===== src/rtl/ram_local_burst_master.sv =====
// ram_local_burst_master
//
// Buffers a 32-bit sample stream in a small write FIFO. It drains the FIFO
// to a memory controller local interface as fixed-length write bursts. It
// also accepts single read-back commands and forwards the returned data.
//
// Handshake semantics (all streams): a transfer happens on a phy_clk edge
// where the producer's valid and the consumer's ready are both high. The
// producer must hold the payload stable while valid is high and ready is
// low. For the controller side, local_write_req/local_read_req act as valid
// and local_ready as ready.
//
// Ports
//   phy_clk, reset          single clock, synchronous active-high reset
//   s_data/s_valid/s_ready  sample stream into the write FIFO
//   flush                   request that a partial burst be written
//   rd_cmd_*                read-back command (address, size 1..4)
//   rd_data/rd_data_valid   read-back data, one cycle after local_rdata_valid
//   wr_addr                 address of the next write burst
//   busy                    FSM is not in IDLE
//   local_*                 controller request/response signals
//   dbg_state, dbg_level, dbg_flush_pending   internal state for checkers
module ram_local_burst_master #(
  parameter int          BURST_LEN     = 4,
  parameter int          FIFO_DEPTH    = 8,
  parameter int unsigned WR_ADDR_LIMIT = 25'h1000000
) (
  input  logic                              phy_clk,
  input  logic                              reset,
  input  logic [31:0]                       s_data,
  input  logic                              s_valid,
  output logic                              s_ready,
  input  logic                              flush,
  input  logic                              rd_cmd_valid,
  output logic                              rd_cmd_ready,
  input  logic [24:0]                       rd_cmd_addr,
  input  logic [2:0]                        rd_cmd_size,
  output logic [31:0]                       rd_data,
  output logic                              rd_data_valid,
  output logic [24:0]                       wr_addr,
  output logic                              busy,
  output logic [24:0]                       local_address,
  output logic                              local_write_req,
  output logic                              local_read_req,
  output logic                              local_burstbegin,
  output logic [2:0]                        local_size,
  output logic [31:0]                       local_wdata,
  output logic [3:0]                        local_be,
  input  logic                              local_ready,
  input  logic [31:0]                       local_rdata,
  input  logic                              local_rdata_valid,
  input  logic                              local_init_done,
  output logic [1:0]                        dbg_state,
  output logic [$clog2(FIFO_DEPTH+1)-1:0]   dbg_level,
  output logic                              dbg_flush_pending
);

  localparam int LVL_W = $clog2(FIFO_DEPTH + 1);
  localparam int PTR_W = $clog2(FIFO_DEPTH);

  localparam logic [LVL_W-1:0] BURST_LVL = LVL_W'(BURST_LEN);
  localparam logic [LVL_W-1:0] FULL_LVL  = LVL_W'(FIFO_DEPTH);
  localparam logic [2:0]       BURST_N   = 3'(BURST_LEN);
  localparam logic [25:0]      ADDR_LIM  = 26'(WR_ADDR_LIMIT);

  localparam logic [1:0] S_IDLE     = 2'd0;
  localparam logic [1:0] S_WR_BURST = 2'd1;
  localparam logic [1:0] S_RD_CMD   = 2'd2;
  localparam logic [1:0] S_RD_WAIT  = 2'd3;

  // ---------------------------------------------------------------------
  // State
  // ---------------------------------------------------------------------
  logic [1:0]       state_q, state_d;
  logic [LVL_W-1:0] level_q, level_d;
  logic [PTR_W-1:0] wr_ptr_q, wr_ptr_d;
  logic [PTR_W-1:0] rd_ptr_q, rd_ptr_d;
  logic [31:0]      mem_q [FIFO_DEPTH];
  logic [24:0]      wr_addr_q, wr_addr_d;
  logic             flush_pending_q, flush_pending_d;
  logic [2:0]       wr_n_q, wr_n_d;
  logic [2:0]       wr_beat_q, wr_beat_d;
  logic             wr_from_flush_q, wr_from_flush_d;
  logic [2:0]       rd_size_q, rd_size_d;
  logic [2:0]       rd_beat_q, rd_beat_d;
  logic [24:0]      local_address_q, local_address_d;
  logic [2:0]       local_size_q, local_size_d;
  logic             local_write_req_q, local_write_req_d;
  logic             local_read_req_q, local_read_req_d;
  logic             local_burstbegin_q, local_burstbegin_d;
  logic [31:0]      rd_data_q, rd_data_d;
  logic             rd_data_valid_q, rd_data_valid_d;
  // Keeps s_ready low on the cycle right after reset.
  logic             ready_en_q, ready_en_d;

  // ---------------------------------------------------------------------
  // Combinational helpers
  // ---------------------------------------------------------------------
  logic        push;
  logic        pop;
  logic        wr_eligible;
  logic [2:0]  launch_n;
  logic [2:0]  rd_size_eff;
  logic [25:0] wr_addr_sum;

  assign s_ready = ready_en_q & (level_q < FULL_LVL);
  assign push    = s_valid & s_ready;
  assign pop     = (state_q == S_WR_BURST) & local_ready;

  assign wr_eligible = local_init_done &
                       ((level_q >= BURST_LVL) |
                        (flush_pending_q & (level_q != '0)));

  // A partial burst only happens when level < BURST_LEN <= 4, so the low
  // three bits of the level carry the full count.
  assign launch_n = (level_q >= BURST_LVL) ? BURST_N : 3'(level_q);

  // A zero size is treated as one so the read always terminates.
  assign rd_size_eff = (rd_cmd_size == 3'd0) ? 3'd1 : rd_cmd_size;

  assign wr_addr_sum = {1'b0, wr_addr_q} + 26'(wr_n_q);

  // Writes win over reads; the command is only taken from IDLE, so the
  // ready pulse lasts exactly one cycle.
  assign rd_cmd_ready = ready_en_q & (state_q == S_IDLE) & local_init_done &
                        ~wr_eligible & rd_cmd_valid;

  // ---------------------------------------------------------------------
  // Next-state logic
  // ---------------------------------------------------------------------
  always_comb begin
    state_d            = state_q;
    level_d            = level_q;
    wr_ptr_d           = wr_ptr_q;
    rd_ptr_d           = rd_ptr_q;
    wr_addr_d          = wr_addr_q;
    flush_pending_d    = flush_pending_q;
    wr_n_d             = wr_n_q;
    wr_beat_d          = wr_beat_q;
    wr_from_flush_d    = wr_from_flush_q;
    rd_size_d          = rd_size_q;
    rd_beat_d          = rd_beat_q;
    local_address_d    = local_address_q;
    local_size_d       = local_size_q;
    local_write_req_d  = local_write_req_q;
    local_read_req_d   = local_read_req_q;
    local_burstbegin_d = local_burstbegin_q;
    rd_data_d          = rd_data_q;
    rd_data_valid_d    = 1'b0;
    ready_en_d         = 1'b1;

    // FIFO bookkeeping, independent of the FSM state.
    if (push) begin
      wr_ptr_d = wr_ptr_q + PTR_W'(1);
    end
    if (pop) begin
      rd_ptr_d = rd_ptr_q + PTR_W'(1);
    end
    case ({push, pop})
      2'b10:   level_d = level_q + LVL_W'(1);
      2'b01:   level_d = level_q - LVL_W'(1);
      default: level_d = level_q;
    endcase

    case (state_q)
      S_IDLE: begin
        if (wr_eligible) begin
          state_d            = S_WR_BURST;
          wr_n_d             = launch_n;
          wr_beat_d          = 3'd0;
          // Only a short burst is "the flush burst"; full bursts leave the
          // pending flush for whatever remains afterwards.
          wr_from_flush_d    = flush_pending_q & (level_q < BURST_LVL);
          local_address_d    = wr_addr_q;
          local_size_d       = launch_n;
          local_write_req_d  = 1'b1;
          local_burstbegin_d = 1'b1;
        end else if (rd_cmd_ready) begin
          state_d            = S_RD_CMD;
          rd_size_d          = rd_size_eff;
          rd_beat_d          = 3'd0;
          local_address_d    = rd_cmd_addr;
          local_size_d       = rd_size_eff;
          local_read_req_d   = 1'b1;
          local_burstbegin_d = 1'b1;
        end
      end

      S_WR_BURST: begin
        if (local_ready) begin
          local_burstbegin_d = 1'b0;
          wr_beat_d          = wr_beat_q + 3'd1;
          if (wr_beat_q == wr_n_q - 3'd1) begin
            state_d           = S_IDLE;
            local_write_req_d = 1'b0;
            wr_addr_d         = (wr_addr_sum >= ADDR_LIM) ? 25'd0 : wr_addr_sum[24:0];
            if (wr_from_flush_q) begin
              flush_pending_d = 1'b0;
            end
          end
        end
      end

      S_RD_CMD: begin
        if (local_ready) begin
          state_d            = S_RD_WAIT;
          local_read_req_d   = 1'b0;
          local_burstbegin_d = 1'b0;
        end
      end

      S_RD_WAIT: begin
        if (local_rdata_valid) begin
          rd_data_d       = local_rdata;
          rd_data_valid_d = 1'b1;
          rd_beat_d       = rd_beat_q + 3'd1;
          if (rd_beat_q == rd_size_q - 3'd1) begin
            state_d = S_IDLE;
          end
        end
      end

      default: state_d = S_IDLE;
    endcase

    // A flush with nothing buffered is simply dropped. An idle block with
    // an empty FIFO has nothing left to flush either.
    if (flush) begin
      flush_pending_d = (level_q != '0);
    end else if ((state_q == S_IDLE) && (level_q == '0)) begin
      flush_pending_d = 1'b0;
    end
  end

  // ---------------------------------------------------------------------
  // Registers
  // ---------------------------------------------------------------------
  always_ff @(posedge phy_clk) begin
    if (reset) begin
      state_q            <= S_IDLE;
      level_q            <= '0;
      wr_ptr_q           <= '0;
      rd_ptr_q           <= '0;
      wr_addr_q          <= '0;
      flush_pending_q    <= 1'b0;
      wr_n_q             <= 3'd0;
      wr_beat_q          <= 3'd0;
      wr_from_flush_q    <= 1'b0;
      rd_size_q          <= 3'd0;
      rd_beat_q          <= 3'd0;
      local_address_q    <= '0;
      local_size_q       <= 3'd0;
      local_write_req_q  <= 1'b0;
      local_read_req_q   <= 1'b0;
      local_burstbegin_q <= 1'b0;
      rd_data_q          <= '0;
      rd_data_valid_q    <= 1'b0;
      ready_en_q         <= 1'b0;
    end else begin
      state_q            <= state_d;
      level_q            <= level_d;
      wr_ptr_q           <= wr_ptr_d;
      rd_ptr_q           <= rd_ptr_d;
      wr_addr_q          <= wr_addr_d;
      flush_pending_q    <= flush_pending_d;
      wr_n_q             <= wr_n_d;
      wr_beat_q          <= wr_beat_d;
      wr_from_flush_q    <= wr_from_flush_d;
      rd_size_q          <= rd_size_d;
      rd_beat_q          <= rd_beat_d;
      local_address_q    <= local_address_d;
      local_size_q       <= local_size_d;
      local_write_req_q  <= local_write_req_d;
      local_read_req_q   <= local_read_req_d;
      local_burstbegin_q <= local_burstbegin_d;
      rd_data_q          <= rd_data_d;
      rd_data_valid_q    <= rd_data_valid_d;
      ready_en_q         <= ready_en_d;
    end
  end

  // FIFO storage needs no reset: the pointers and level define its content.
  always_ff @(posedge phy_clk) begin
    if (push) begin
      mem_q[wr_ptr_q] <= s_data;
    end
  end

  // ---------------------------------------------------------------------
  // Outputs
  // ---------------------------------------------------------------------
  assign wr_addr           = wr_addr_q;
  assign busy              = (state_q != S_IDLE);
  assign local_address     = local_address_q;
  assign local_size        = local_size_q;
  assign local_write_req   = local_write_req_q;
  assign local_read_req    = local_read_req_q;
  assign local_burstbegin  = local_burstbegin_q;
  // The head only moves on an accepted beat, so wdata is stable while the
  // controller stalls.
  assign local_wdata       = local_write_req_q ? mem_q[rd_ptr_q] : 32'd0;
  assign local_be          = local_write_req_q ? 4'hF : 4'h0;
  assign rd_data           = rd_data_q;
  assign rd_data_valid     = rd_data_valid_q;
  assign dbg_state         = state_q;
  assign dbg_level         = level_q;
  assign dbg_flush_pending = flush_pending_q;

endmodule

===== config.mk =====
export PLATFORM = sky130hd
export DESIGN_NAME = ram_local_burst_master
export DESIGN_NICKNAME = d
export VERILOG_FILES = /design/src/rtl/ram_local_burst_master.sv
export SDC_FILE = /design/constraint.sdc
export NUM_CORES = 1
export LEC_CHECK = 0
export CORE_MARGIN = 2
export CORE_UTILIZATION = 45
export DETAILED_ROUTE_END_ITERATION = 7
export PLACE_DENSITY = 0.67
export SLEW_MARGIN = 5
export SYNTH_ARGS = -nofsm -noshare
export SYNTH_HDL_FRONTEND = slang
export SYNTH_SLANG_ARGS = --single-unit

===== constraint.sdc =====
create_clock -name phy_clk -period 6.53 [get_ports phy_clk]
set_input_delay 1.306 -clock phy_clk [delete_from_list [all_inputs] [get_ports phy_clk]]
set_output_delay 1.306 -clock phy_clk [all_outputs]
set_load 0.05 [all_outputs]

==> metrics.md, run 1 <==
| Metric | Value |
|---|---|
| Vias/cell | `~5.3` |
| Max-slew violations | `0` |
| Clock root cell | `clkbuf_16` |
| Beginning of the worst hold path | `rd_data[29]$_SDFFE_PP0P_` |
| Max clock buf depth | `3` |
| Area grow syn2layout | `26.2%` |
| FP Rows | `67` |
| Clock Sinks | `roughly 380` |
| Slowest CP cell | `clkdlybuf4s50_1` |
| Leak | `between 6 and 7 nW` |
| Worst Path Max Fanout | `34` |
| CP Class | `in2out` |
| Total CTS buffers | `40` |
| GP Congestion | `0.758` |
| Final Cycle Share | `roughly three quarters` |
| Port Buffer Count | `234` |
| Hold Buf Count CTS | `0` |
| Worst reg2reg path depth | `6` |
| Die Y | `190 um` |
| Worst EP required | `roughly 5.2 ns` |
| Worst R2R Start | `dbg_state[1]$_SDFFE_PP0P_` |
| Count leader, synth | `edfxtp_1` |
| Top cells by count, synth | `256 x edfxtp_1, 144 x nand2_1, 119 x dfxtp_1, 78 x nor2_1, 64 x mux4_2` |
| Status | `complete, no violations` |
| DRT iter0 DRCs | `564` |
| Worst Hold Class | `reg2reg` |
| Net Count, Synth | `roughly 1,200` |
| Post-synth EDFFs | `256` |
| Slew HR | `between 20% and 30%` |
| Cell variety after synth | `60` |
| Synth warn | `0` |
| Overall power | `0.00632 W` |
| CP Data Arrival Time | `3.62 ns` |
| Cell area power density | `323 nW/um2` |
| Detailed Route WL | `approximately 35,000 um` |
| Detailed placement HPWL | `21,100 um` |
| Post-DR wirelength/cell | `between 15 and 20 um` |
| Setup-failing EPs final | `0` |
| DR DRC count | `0` |
| Worst R2R End | `wr_addr[1]$_SDFFE_PP0P_` |
| Setup_tns | `0 ns` |
| Clk_lat worst skew | `0.53 ns` |
| Initial DRT Pass Iterations | `5` |
| CP top delay family | `buffers and inverters` |
| Top-level port count | `235` |
| GR Overflow Total | `0` |
| CP Cell Sequence | `clkdlybuf4s50_1 -> o21ai_4 -> nand3_1 -> inv_1 -> clkdlybuf4s50_1` |
| Sequential cell area fraction in the yosys report | `between 60% and 70%` |
| First-pass GRT wire length | `between 50,000 and 60,000 um` |
| Reg-to-reg setup timing slack | `roughly 3.5 ns` |
| Yosys top cell area share | `between 40% and 50%` |
| H-tree Lvls | `2` |
| Synthesized flop and latch total | `between 300 and 400` |
| TritonCTS clock tree | `built` |
| Tmin final | `4.93 ns` |
| Max-Cap Viols | `0` |
| Worst vdd ir | `0.241 mV` |
| Setup Fix Bufs, Post-CTS | `0` |
| FFs w/ async S/R, synth | `0%` |
| Final hold vios | `0` |
| CP endpoint kind | `primary output` |
| Initial core utilization | `46.0%` |
| Worst hold path depth | `2` |
| Chip width | `190 um` |
| Critical Path Stages | `5` |
| Antenna violations before repair | `2` |
| Antenna Nets Post-Route | `0` |
| Buf/Inv on CP | `3` |
| Post-synth top area cell | `edfxtp_1` |
| Routed vias | `9,431` |
| Max incr delay on CP | `0.82 ns` |
| Ys flop type | `edfxtp_1` |
| Hold EP | `rd_data[29]$_SDFFE_PP0P_` |
| Vias in the first global route | `9,525` |
| Core Region | `33,700 um2` |
| Layout cells sized above 1 | `14.8%` |
| Startpoint Class | `input pin` |
| Worst-path clk slew | `0.05 ns` |
| Resize count post-CTS | `0` |
| Crit path top cell by count | `clkdlybuf4s50_1` |
| Post-Syn Instances | `1,073` |
| Area contributors post-synth | `edfxtp_1 50%, dfxtp_1 15%, mux4_2 9.3%, nand2_1 3.5%, a311oi_2 2.5%` |
| Slew @ Worst Pin | `1.14 ns` |
| RSZ-0062 raised after global routing | `false` |
| Max Clk Rate | `0.203 GHz` |
| Largest net degree at the start of global routing | `53` |
| GRT Overall Usage | `between 10% and 20%` |
| Die Area | `about 36,000 um2` |
| Mean Syn Cell Area | `14.5 um2` |
| Mapped cell area | `15,500 um2` |
| Worst Skew | `between 0.015 and 0.02 ns` |
| Fin nets | `1,413` |
flip-flops by register name, summed over array words and instances, names as in the netlist, named ones only:
name,cells
local_size,3
local_burstbegin,1
dbg_flush_pending,1
dbg_state,2
rd_beat_q,3
rd_ptr_q,3
mem_q,256
wr_from_flush_q,1
local_write_req,1
wr_beat_q,3
dbg_level,4
local_read_req,1
rd_size_q,3
wr_ptr_q,3
wr_n_q,3
rd_data_valid,1
wr_addr,25
rd_data,32
ready_en_q,1
local_address,25
metrics by stage:
stage               setup slack (ns)  cell area [um2]  hold slack (ns)  instances  utilization, %
finish                          1.60            19600            0.454       1775            58.0
global route                    1.41            19600            0.476       1775            58.0
CTS                             1.57            19600            0.454       1774            58.0
detailed placement              1.60            18200            0.446       1700            54.1
global placement                1.61            18200            0.441       1700            54.1
floorplan                       2.13            15500            0.431       1073               -
cells by family (layout without fill, tap and decap cells):
group	count (synthesis)	after routing	synth area share, %
DFF	375	375	64.9
and+or+nand+nor	321	321	10.0
AOI/OAI and AO/OA	130	130	6.70
muxes	102	102	11.7
buffers and inverters	93	346	2.91
xor gates and xnor gates	33	33	2.05
adders and majority gates	19	19	1.63
other	0	1	0
where the power goes:
group | internal, W | leakage, nW | switching, W
logic | 0.000508 | 2.44 | 0.000762
registers | 0.00262 | 3.28 | 0.000137
clock network | 0.00139 | 0.668 | 0.000903
routing by layer:
| metal | global-route usage [%] | part of all wire (%) |
|---|---|---|
| met5 | 0 | 0.038 |
| met4 | 4.59 | 1.9 |
| met3 | 5.31 | 7.6 |
| met2 | 33.0 | 49 |
| met1 | 24.5 | 41 |
layout by cell type, fill, tap and decap left out, drive strengths merged, types with 18 or more instances in the layout:
cell	instances
dfxtp	119
clkbuf	48
a21oi	61
clkdlybuf4s50	233
edfxtp	256
clkinv	18
inv	25
nand2	144
mux4	64
nor2	78
nor2b	36
xnor2	23
a311oi	26
mux2i	38
worst max-delay path by stage:
stage	startpoint	to	slack, ns
floorplan	dbg_level[3]$_SDFFE_PP0P_	mem_q[0][0]$_DFFE_PP_	2.13
CTS	register	local_wdata[1]	1.57
global route	register	local_wdata[7]	1.41
global placement	local_init_done	rd_cmd_ready	1.61
finish	local_init_done	rd_cmd_ready	1.60
detailed placement	local_init_done	rd_cmd_ready	1.60
cell type report:
cell class                      count  area [um2]
Fill cell                        2724       14100
Sequential cell                   375       10100
Multi-Input combinational cell    605        5040
Timing Repair Buffer              249        2450
Clock buffer                       48        1090
Tap cell                          448         561
Clock inverter                     26         256
Inverter                           23        86.3
Antenna cell                        1        2.50
worst min-delay path, stage by stage, from the launching register on:
cell,delay [ns]
dfxtp_1,0.30
nand2_1,0.05
a21oi_1,0.05
(Power assumes the default switching activity.)
==> inputs of run 2 (changes only) <==
==> constraint.sdc (replaced) <==
create_clock -name phy_clk -period 5.1 [get_ports phy_clk]
set_input_delay 1.02 -clock phy_clk [delete_from_list [all_inputs] [get_ports phy_clk]]
set_output_delay 1.02 -clock phy_clk [all_outputs]
set_load 0.05 [all_outputs]
==> metrics.md, run 2 (synthesis results as in run 1) <==
| Metric | Value |
|---|---|
| Status | `complete, no violations` |
| Commonest non-fill, non-tap cell in the layout | `edfxtp_1` |
| Post-DR wirelength/cell | `19.6 um (+0.43%)` |
| First-pass GRT wire length | `55,000 um (+1.9%)` |
| Max Clk Rate | `approximately 0.24 GHz` |
| Detailed Route WL | `34,800 um (+0.71%)` |
| Clock Sinks | `375 (unchanged)` |
| Setup_tns | `0 ns (unchanged)` |
| Tmin final | `4.25 ns` |
| GP Congestion | `0.777 (+2.5%)` |
| GRT Overall Usage | `19.7% (+0.39 points)` |
| Slowest CP cell | `clkdlybuf4s50_1` |
| Fill cells | `2,679 (-1.7%)` |
| Slew HR | `24.5% (+0.87 points)` |
| Worst-path clk slew | `0.06 ns (about the same)` |
| Layout cells sized above 1 | `14.8% (about the same)` |
| Worst Path Max Fanout | `8 (-76%)` |
| TritonCTS clock tree | `built` |
| Resize count post-CTS | `0 (unchanged)` |
| Die Area | `36,000 um2 (unchanged)` |
| Chip width | `190 um (unchanged)` |
| CP Class | `in2out` |
| DR DRC count | `0 (unchanged)` |
| Clock power share | `36.2% (about the same)` |
| CP Data Arrival Time | `3.23 ns (-0.39 ns)` |
| CP endpoint kind | `primary output` |
| Vias in the first global route | `9,804 (+2.9%)` |
| FP Rows | `67 (unchanged)` |
| Worst Skew | `0.00930 ns (-0.00830 ns)` |
| Largest net degree at the start of global routing | `47 (-11%)` |
| Max-Cap Viols | `0 (unchanged)` |
| Max FFs per register | `256 (unchanged)` |
| Startpoint Class | `input pin` |
| DP Worst Slack | `0.840 ns (-0.756 ns)` |
| Final Cycle Share | `83.4%` |
| Cell-internal power | `0.00577 W (+28%)` |
| Sequential fraction of design power | `43.4% (-0.2 points)` |
| Core Region | `33,700 um2 (unchanged)` |
| H-tree Lvls | `2 (unchanged)` |
| Crit path top cell by count | `clkdlybuf4s50_1` |
| Antenna violations before repair | `2 (unchanged)` |
| Setup Fix Bufs, Post-CTS | `0 (unchanged)` |
| Vias/cell | `5.30 (-0.19%)` |
| Overall power | `0.00810 W (+28%)` |
| Switching pwr | `0.00233 W (+29%)` |
| Total CTS buffers | `40 (unchanged)` |
| Initial DRT Pass Iterations | `5 (unchanged)` |
| Antenna Nets Post-Route | `0 (unchanged)` |
| Area grow syn2layout | `26.6%` |
| Number of diodes | `0 (-1)` |
| Sw Share | `28.8% (+0.23 points)` |
| Routed vias | `9,440 (+0.095%)` |
| Top-level port count | `235 (unchanged)` |
| Worst vdd ir | `0.249 mV (+3.5%)` |
| Hold Buf Count CTS | `0 (unchanged)` |
| Slew @ Worst Pin | `1.13 ns (-0.0131 ns)` |
| Worst EP required | `4.08 ns (-1.14 ns)` |
| Clk_lat worst skew | `0.53 ns (about the same)` |
| Setup-failing EPs final | `0 (unchanged)` |
| Port Buffer Count | `234 (unchanged)` |
| Clock root cell | `clkbuf_16` |
| Commonest cells after routing, fill and taps aside | `256 x edfxtp_1, 233 x clkdlybuf4s50_1, 144 x nand2_1, 115 x dfxtp_1, 72 x nor2_1` |
| GR Overflow Total | `0 (unchanged)` |
| Max clock buf depth | `3 (unchanged)` |
| Cell area power density | `413 nW/um2 (+28%)` |
| Max-slew violations | `0 (unchanged)` |
| RSZ-0062 raised after global routing | `false` |
| Combinational power share | `20.4% (+0.3 points)` |
| Final hold vios | `0 (unchanged)` |
| Fin nets | `1,419 (+0.42%)` |
| Die Y | `190 um (unchanged)` |
| CP Cell Sequence | `clkdlybuf4s50_1 -> and3_1 -> nand3_1 -> inv_1 -> clkdlybuf4s50_1` |
| Max incr delay on CP | `0.82 ns (about the same)` |
| Biggest register | `mem_q` |
| Leak | `6.41 nW (+0.25%)` |
| Initial core utilization | `46.0% (unchanged)` |
| Detailed placement HPWL | `21,800 um (+3.1%)` |
| DRT iter0 DRCs | `551 (-2.3%)` |
| Worst Hold Class | `reg2reg` |
| PnR worst setup slack | `0.846 ns (-0.753 ns)` |
-- run 2: path summary, 6_finish.rpt --
| check | depth (start not counted) | to | startpoint | slack (ns) |
|---|---|---|---|---|
| max | 5 | rd_cmd_ready | local_init_done | 0.85 |
| min | 2 | rd_data[29]$_SDFFE_PP0P_ | rd_data[29]$_SDFFE_PP0P_ | 0.45 |
| max reg2reg | 10 | dbg_level[3]$_SDFFE_PP0P_ | dbg_state[1]$_SDFFE_PP0P_ | 2.47 |
| min reg2reg | 2 | rd_data[29]$_SDFFE_PP0P_ | rd_data[29]$_SDFFE_PP0P_ | 0.45 |
-- run 2: critical path: cells and delay by family --
kind | cells | cell delay (ns)
buf+inv | 3 | 1.58
simple gates | 2 | 0.62
-- run 2: final cells by class --
class,count,area [um2],share of cell area (%)
clock buffer,49,1070,5.43
inverter,23,86.3,0.440
timing repair buffer,255,2520,12.9
sequential,375,10100,51.3
clock inverter,25,277,1.41
tap,448,561,2.86
multi-input combinational,605,5040,25.7
-- run 2: power groups by stage --
stage	sequential [W]	clock, W	combinational, W
global route	0.00354	0.00312	0.00176
global placement	0.00358	0	0.00166
CTS	0.00352	0.00299	0.00167
finish	0.00351	0.00293	0.00165
floorplan	0.00372	0	0.000974
detailed placement	0.00358	0	0.00167
-- run 2: routing by layer --
layer  wire [um]  track usage (%)  vias up
met5          25                0        -
met4         605             4.26        4
li1            -                -     4440
met2       17100             33.5      306
met3        2650             6.14       51
met1       14400             24.8     4639
-- run 2: stage by stage --
step | area (um2) | util, % | hold WS, ns | std cells
floorplan | 15500 | - | 0.431 | 1073
global placement | 18300 | 54.3 | 0.441 | 1706
detailed placement | 18300 | 54.3 | 0.446 | 1706
CTS | 19600 | 58.2 | 0.454 | 1780
global route | 19600 | 58.2 | 0.470 | 1780
finish | 19600 | 58.2 | 0.453 | 1780
==> inputs of run 3 (changes only) <==
==> constraint.sdc (replaced) <==
create_clock -name phy_clk -period 3.95 [get_ports phy_clk]
set_input_delay 0.79 -clock phy_clk [delete_from_list [all_inputs] [get_ports phy_clk]]
set_output_delay 0.79 -clock phy_clk [all_outputs]
set_load 0.05 [all_outputs]
==> metrics.md, run 3 (synthesis results as in run 1) <==
| Metric | Value |
|---|---|
| Vias in the first global route | `9,668 (-1.4%)` |
| Tmin final | `3.75 ns` |
| Final Cycle Share | `94.8%` |
| Die Y | `190 um (unchanged)` |
| GR Overflow Total | `0 (unchanged)` |
| Clock power share | `34.5% (-1.7 points)` |
| Worst Hold Class | `reg2reg` |
| Clock root cell | `clkbuf_16` |
| Antenna violations before repair | `2 (unchanged)` |
| Initial core utilization | `46.0% (unchanged)` |
| Largest net degree at the start of global routing | `63 (+34%)` |
| RSZ-0062 raised after global routing | `false` |
| Commonest cells after routing, fill and taps aside | `256 x edfxtp_1, 232 x clkdlybuf4s50_1, 144 x nand2_1, 116 x dfxtp_1, 72 x nor2_1` |
| Area grow syn2layout | `26.8%` |
| Max clock buf depth | `3 (unchanged)` |
| Worst EP required | `3.16 ns (-0.92 ns)` |
| Commonest non-fill, non-tap cell in the layout | `edfxtp_1` |
| Worst Path Max Fanout | `18 (+10)` |
| CP endpoint kind | `primary output` |
| Worst Skew | `0.0187 ns (+0.00944 ns)` |
| First-pass GRT wire length | `54,500 um (-0.93%)` |
| Startpoint Class | `register` |
| Port Buffer Count | `234 (unchanged)` |
| CP Class | `reg2out` |
| Setup-failing EPs final | `0 (unchanged)` |
| Clk_lat worst skew | `0.53 ns (about the same)` |
| Die Area | `36,000 um2 (unchanged)` |
| Hold Buf Count CTS | `0 (unchanged)` |
| Worst R2R Start | `dbg_state[1]$_SDFFE_PP0P_` |
| Detailed Route WL | `34,600 um (-0.54%)` |
| Leak | `6.40 nW (-0.11%)` |
| Top-level port count | `235 (unchanged)` |
| Core Region | `33,700 um2 (unchanged)` |
| Placed cells | `1,712 (+0.35%)` |
| Routed vias | `9,458 (+0.19%)` |
| Biggest register | `mem_q` |
| Switching pwr | `0.00298 W (+28%)` |
| Worst vdd ir | `0.410 mV (+64%)` |
| Status | `complete, no violations` |
| Max-Cap Viols | `0 (unchanged)` |
| PnR worst setup slack | `0.204 ns (-0.642 ns)` |
| Max FFs per register | `256 (unchanged)` |
| Beginning of the worst hold path | `rd_data[25]$_SDFFE_PP0P_` |
| Max-slew violations | `0 (unchanged)` |
| Hold Slack | `0.450 ns (-0.00235 ns)` |
| Total CTS buffers | `40 (unchanged)` |
| Setup_tns | `0 ns (unchanged)` |
| Combinational power share | `22.0% (+1.6 points)` |
| Initial DRT Pass Iterations | `5 (unchanged)` |
| Setup Fix Bufs, Post-CTS | `0 (unchanged)` |
| DP Worst Slack | `0.700 ns (-0.140 ns)` |
| Post-DR wirelength/cell | `19.4 um (-0.71%)` |
| GRT Overall Usage | `19.5% (-0.14 points)` |
| FP Rows | `67 (unchanged)` |
| CP Data Arrival Time | `2.96 ns (-0.27 ns)` |
| Vias/cell | `5.30 (about the same)` |
| Post-route insts no fill | `1,783 (+0.17%)` |
| DR DRC count | `0 (unchanged)` |
| Worst-path clk slew | `0.06 ns (about the same)` |
| Cell-internal power | `0.00728 W (+26%)` |
| Slew @ Worst Pin | `0.688 ns (-0.443 ns)` |
| Sequential fraction of design power | `43.5% (about the same)` |
| Chip width | `190 um (unchanged)` |
| Final hold vios | `0 (unchanged)` |
| GP Congestion | `0.776 (-0.14%)` |
| Detailed placement HPWL | `21,500 um (-1.2%)` |
| Layout cells sized above 1 | `14.8% (-0.033 points)` |
| Overall power | `0.0103 W (+27%)` |
| TritonCTS clock tree | `built` |
| DRT iter0 DRCs | `485 (-12%)` |
| Number of diodes | `0 (unchanged)` |
| Sw Share | `29.1% (+0.32 points)` |
| Max Clk Rate | `0.267 GHz` |
| H-tree Lvls | `2 (unchanged)` |
| Antenna Nets Post-Route | `0 (unchanged)` |
| Slew HR | `54.2% (+30 points)` |
| Resize count post-CTS | `0 (unchanged)` |
| Clock Sinks | `375 (unchanged)` |
| Cell area power density | `522 nW/um2 (+26%)` |
| Fin nets | `1,425 (+0.42%)` |
## run 3: layout make-up
| class | instances | area (um2) |
|---|---|---|
| sequential | 375 | 10100 |
| clock buffer | 46 | 1020 |
| tap | 448 | 561 |
| timing repair buffer | 261 | 2640 |
| fill | 2684 | 14000 |
| inverter | 23 | 86.3 |
| clock inverter | 25 | 219 |
| multi-input combinational | 605 | 5050 |
## run 3: metal layers
metal | up-vias | share of wire, % | wire length [um] | global-route usage [%]
met4 | 2 | 1.5 | 519 | 4.35
met2 | 294 | 50 | 17400 | 33.6
met1 | 4657 | 40 | 13900 | 24.7
met3 | 48 | 8.1 | 2800 | 5.50
li1 | 4457 | - | - | -
met5 | - | 0.038 | 13 | 0
## run 3: worst paths after layout
check	end	slack [ns]	cells after the start
worst max-delay path	local_wdata[26]	0.20	5
worst min-delay path	rd_data[25]$_SDFFE_PP0P_	0.45	2
worst max register to register	dbg_level[3]$_SDFFE_PP0P_	1.38	10
worst min register to register	rd_data[25]$_SDFFE_PP0P_	0.45	2
## run 3: power groups by stage
stage | Sequential (W) | Combinational, W | Clock, W
6_report | 0.00446 | 0.00225 | 0.00354
4_1_cts | 0.00447 | 0.00228 | 0.00363
5_1_grt | 0.00449 | 0.00240 | 0.00379
3_3_place_gp | 0.00455 | 0.00225 | 0
3_5_place_dp | 0.00455 | 0.00227 | 0
2_1_floorplan | 0.00480 | 0.00126 | 0
## run 3: metrics by stage
| stage | instance area, um2 | util (%) |
|---|---|---|
| after floorplan | 15500 | - |
| after global placement | 18400 | 54.6 |
| after detailed placement | 18400 | 54.6 |
| after CTS | 19700 | 58.3 |
| after global routing | 19700 | 58.3 |
| final | 19700 | 58.3 |
## run 3: worst max-delay path, stage by stage, from the launching register on
cell and delay, ns:
dfxtp_4 0.58, buf_4 0.31, mux4_2 0.52, mux2i_1 0.24, nor2b_1 0.08, clkdlybuf4s50_1 0.70
